`src/rtl/sram_ctrl.sv`:
```
// Host-to-SRAM initiator: sequences cs/wr/rd strobes through programmable
// setup, pulse and hold phases and returns one response pulse per transaction.
//
// state  | meaning
// IDLE   | ready for a host request, SRAM deselected
// SETUP  | cs, addr and din stable ahead of the strobe
// ACCESS | wr pulsed high (write) or rd pulled low (read)
// HOLD   | strobe released, cs/addr/din held; rsp_valid on first cycle
module sram_ctrl #(
    parameter int SETUP_CYC = 1,
    parameter int PULSE_CYC = 2,
    parameter int HOLD_CYC  = 1
) (
    input  logic       clk,
    input  logic       rst_n,
    input  logic       req_valid,
    output logic       req_ready,
    input  logic       req_write,
    input  logic [7:0] req_addr,
    input  logic [7:0] req_wdata,
    output logic       rsp_valid,
    output logic [7:0] rsp_rdata,
    output logic       mem_cs,
    output logic       mem_wr,
    output logic       mem_rd,
    output logic [7:0] mem_addr,
    output logic [7:0] mem_din,
    input  logic [7:0] mem_dout
);

    localparam logic [1:0] IDLE   = 2'd0;
    localparam logic [1:0] SETUP  = 2'd1;
    localparam logic [1:0] ACCESS = 2'd2;
    localparam logic [1:0] HOLD   = 2'd3;

    localparam logic [3:0] SETUP_LD = 4'(SETUP_CYC - 1);
    localparam logic [3:0] PULSE_LD = 4'(PULSE_CYC - 1);
    localparam logic [3:0] HOLD_LD  = 4'(HOLD_CYC - 1);

    logic [1:0] state;
    logic [3:0] cnt;
    logic       lat_write;

    always_ff @(posedge clk) begin
        if (!rst_n) begin
            state     <= IDLE;
            cnt       <= 4'd0;
            lat_write <= 1'b0;
            req_ready <= 1'b0;
            rsp_valid <= 1'b0;
            rsp_rdata <= 8'd0;
            mem_cs    <= 1'b0;
            mem_wr    <= 1'b0;
            mem_rd    <= 1'b1;
            mem_addr  <= 8'd0;
            mem_din   <= 8'd0;
        end else begin
            rsp_valid <= 1'b0;
            case (state)
                IDLE: begin
                    mem_cs    <= 1'b0;
                    mem_wr    <= 1'b0;
                    mem_rd    <= 1'b1;
                    req_ready <= 1'b1;
                    if (req_valid && req_ready) begin
                        lat_write <= req_write;
                        mem_addr  <= req_addr;
                        mem_din   <= req_wdata;
                        mem_cs    <= 1'b1;
                        req_ready <= 1'b0;
                        cnt       <= SETUP_LD;
                        state     <= SETUP;
                    end
                end
                SETUP: begin
                    if (cnt == 4'd0) begin
                        // rd is active-low, so it follows lat_write directly
                        mem_wr <= lat_write;
                        mem_rd <= lat_write;
                        cnt    <= PULSE_LD;
                        state  <= ACCESS;
                    end else begin
                        cnt <= cnt - 4'd1;
                    end
                end
                ACCESS: begin
                    if (cnt == 4'd0) begin
                        mem_wr    <= 1'b0;
                        mem_rd    <= 1'b1;
                        rsp_valid <= 1'b1;
                        if (!lat_write) begin
                            rsp_rdata <= mem_dout;
                        end
                        cnt   <= HOLD_LD;
                        state <= HOLD;
                    end else begin
                        cnt <= cnt - 4'd1;
                    end
                end
                default: begin
                    if (cnt == 4'd0) begin
                        mem_cs    <= 1'b0;
                        req_ready <= 1'b1;
                        state     <= IDLE;
                    end else begin
                        cnt <= cnt - 4'd1;
                    end
                end
            endcase
        end
    end

endmodule

```
`config.mk`:
```
export PLATFORM = sky130hd
export DESIGN_NAME = sram_ctrl
export DESIGN_NICKNAME = d
export VERILOG_FILES = /design/src/rtl/sram_ctrl.sv
export SDC_FILE = /design/constraint.sdc
export NUM_CORES = 1
export LEC_CHECK = 0
export ABC_AREA = 1
export BUFFER_PORTS_ARGS = -buffer_cell sky130_fd_sc_hd__buf_2
export CAP_MARGIN = 10
export CELL_PAD_IN_SITES_DETAIL_PLACEMENT = 1
export CELL_PAD_IN_SITES_GLOBAL_PLACEMENT = 1
export CORE_MARGIN = 2
export CORE_UTILIZATION = 38
export CTS_BUF_LIST = sky130_fd_sc_hd__clkbuf_4
export DETAILED_ROUTE_END_ITERATION = 10
export HOLD_SLACK_MARGIN = 0.03
export PLACE_DENSITY_LB_ADDON = 0.12
export SETUP_SLACK_MARGIN = 0.1
export SLEW_MARGIN = 25
export SYNTH_ARGS = -nofsm -noshare
export SYNTH_HDL_FRONTEND = slang
export SYNTH_SLANG_ARGS = --single-unit
```
`constraint.sdc`:
```
create_clock -name clk -period 2.7 [get_ports clk]
set_input_delay 0.27 -clock clk [delete_from_list [all_inputs] [get_ports clk]]
set_output_delay 0.27 -clock clk [all_outputs]
set_load 0.05 [all_outputs]
```
==> results.json <==
{
  "status": "completed",
  "synth_seq_area_share_pct": 47.3,
  "start_util_pct": 38.7,
  "met3_length_um": 231,
  "avgRoutedWirePerCell_um": 12.7,
  "clock_skew_ns": 0.0106,
  "crit_chain": "inv_1, ha_1, nand2_1, nor2_2, nand2_2, nand2_1, nand2_1, nand2_1, nor2_1",
  "critPathLaunchType": "flip-flop",
  "finalInstanceArea_um2": 1900,
  "die_y_um": 67.3,
  "multiInputGateArea_um2": 682,
  "vias": 1493,
  "hold_path.class": "input port to flip-flop",
  "worstPathRequired_ns": 2.95,
  "reg2regPathDepth": 9,
  "ys_warn_count": 0,
  "first_iter_violations": 55,
  "row_count": 23,
  "cts_resized": 0,
  "die_w_um": 67.3,
  "fin_crit_sh_pct": 69.1,
  "min_period_ns": 1.87,
  "cts_buffers": 5,
  "grt_max_degree": 23,
  "grt_use_total_pct": 18.5,
  "final_max_slew_viol_count": 0,
  "startpoint": "cnt[0]",
  "synth_flop_cell": "dfxtp_1",
  "arrival_ns": 2.11,
  "synthToLayoutAreaGrowth_pct": 25.0,
  "antennaDiodeCount": 0,
  "grt_pass1_wl_um": 6330,
  "clk-insertion-delay-late_ns": 0.34,
  "stdcell_count": 309,
  "maxUsedRoutingLayer": "met4",
  "syn_area_per_cell_um2": 7.58,
  "htreeDepth": 2,
  "root_buffer": "clkbuf_4",
  "cp_max_fo": 11,
  "cts_setup_buffers": 0,
  "syn_area_um2": 1520,
  "drc": 0,
  "final_util_pct": 48.3,
  "slowest_stage": "nor2_2",
  "placed_cell_area_um2": 1820,
  "hold_depth": 3,
  "dp_cells": 301,
  "synthTopCellsByArea": "dfxtp_1 47%, nand2_1 15%, a21oi_1 9.9%, nand4_1 4.5%, ha_1 4.1%",
  "wirelength_um": 3920,
  "hold_viol_final": 0,
  "m1WireLength_um": 1740,
  "place_congestion": 0.726,
  "antenna_found_initial": 0,
  "clockBufferDepth": 2,
  "synth_cells": 201,
  "io_buffers": 56,
  "power.density_nw_per_um2": 1280,
  "cts.sinks": 36,
  "grt_overflow": 0,
  "final-seq-area_um2": 721,
  "worst-path-stages": 9,
  "fillCellCount": 543,
  "dr_wl_met2_um": 1880,
  "synth.most_common_cell": "nand2_1",
  "clock.fmax_mhz": 536,
  "vias_per_cell": 4.83,
  "tightest_slew_ns": 0.603,
  "r2r-start": "cnt[0]",
  "synthDistinctLibCells": 20,
  "dr.pass1.iters": 4,
  "synth_top_area_share_pct": 47.3,
  "synth_common_cells": "62 x nand2_1, 36 x dfxtp_1, 30 x a21oi_1",
  "fin_tns_setup_ns": 0,
  "detail-route-antenna-nets": 0,
  "ctsHoldBuffers": 0,
  "synth_edf_count": 0,
  "die_area_um2": 4530,
  "worst-setup-path-type": "flip-flop to flip-flop",
  "relSlewSlack_pct": 59.8,
  "synth_fp_nets": 234,
  "io_pins": 57,
  "drv_cap": 0,
  "reg2reg_slack_ns": 0.83,
  "setup_viol": 0,
  "crit_family": "simple AND/OR/NAND/NOR gates",
  "timing.critical_path.buf_inv": 1,
  "cpMostUsedCell": "nand2_1",
  "fin_nets": 291,
  "grt_pass1_vias": 1436,
  "p_total_mw": 2.43,
  "min_from": "req_addr[5]",
  "rsz0062_at_grt": "no",
  "slowest_delay_ns": 0.47,
  "ir_drop_v": 0.000394,
  "yosysTopAreaCell": "dfxtp_1",
  "final_layout_size_suffix_gt1_share_pct": 27.8,
  "clkSlewWorstSetupHoldPaths_ns": 0.11,
  "ys_seq_elements": 36,
  "hpwlAfterDp_um": 2870,
  "critPathCaptureType": "flip-flop",
  "design.core.area_um2": 3940,
  "cts_tree": "built",
  "async_flop_share_pct": 0,
  "leakage_nw": 0.904
}
## placed cells by master, fill, tap and decap left out
cell       count
clkinv_1       2
dfxtp_1       36
inv_1         13
buf_2         56
clkbuf_4       6
nand2_2        1
nor3_1         2
buf_4          2
nand4_1       11
inv_2          2
nand3_4        1
nand3_1       10
nand2_1       62
a21oi_1       30
o21ai_0        5
o21bai_2       1
nor2_2         1
clkinv_2       1
bufinv_16      1
ha_1           5
nor2_1        11
## cell type report
type | count | share of cell area [%]
Sequential cell | 36 | 37.8
Multi-Input combinational cell | 140 | 35.8
Timing Repair Buffer | 58 | 15.5
Inverter | 17 | 3.35
Tap cell | 50 | 3.29
Clock buffer | 6 | 2.37
Clock inverter | 2 | 1.84
## worst min-delay path: stages
cell	delay, ns
buf_2	0.09
nand2_1	0.05
a21oi_1	0.05
## registers in the layout (all words and copies together) (netlist names)
| signal | cells |
|---|---|
| mem_din | 8 |
| req_ready | 1 |
| rsp_rdata | 8 |
| state | 2 |
| mem_rd | 1 |
| mem_cs | 1 |
| mem_wr | 1 |
| mem_addr | 8 |
| rsp_valid | 1 |
| cnt | 4 |
| lat_write | 1 |
## metrics by stage
step	hold WS (ns)	setup slack, ns
2_1_floorplan	0.413	1.30
3_3_place_gp	0.447	0.877
3_5_place_dp	0.453	0.891
4_1_cts	0.153	0.833
5_1_grt	0.144	0.621
6_report	0.162	0.833
## kinds of logic after synthesis
family | Yosys count | synth area share, %
fa+ha+maj | 5 | 4.11
flops | 36 | 47.3
buf+inv | 25 | 7.96
compound gates | 36 | 12.2
simple gates | 99 | 28.4
## per-layer routing
metal  GRT usage, %  vias to the layer above
li1               -                      771
met1           22.7                      675
met2           30.0                       40
met5              0                        -
met4           8.42                        0
met3           5.50                        7
## report_power, final
| group | switching, mW | internal, mW |
|---|---|---|
| clock network | 0.182 | 0.204 |
| logic | 0.937 | 0.373 |
| registers | 0.0779 | 0.658 |
| total | 1.20 | 1.24 |
## final timing paths
kind | endpoint
worst max-delay path | cnt[1]
worst min-delay path | mem_addr[5]
worst max register to register | cnt[1]
worst min register to register | rsp_rdata[5]
No activity file was read; power rests on OpenSTA's default activity.
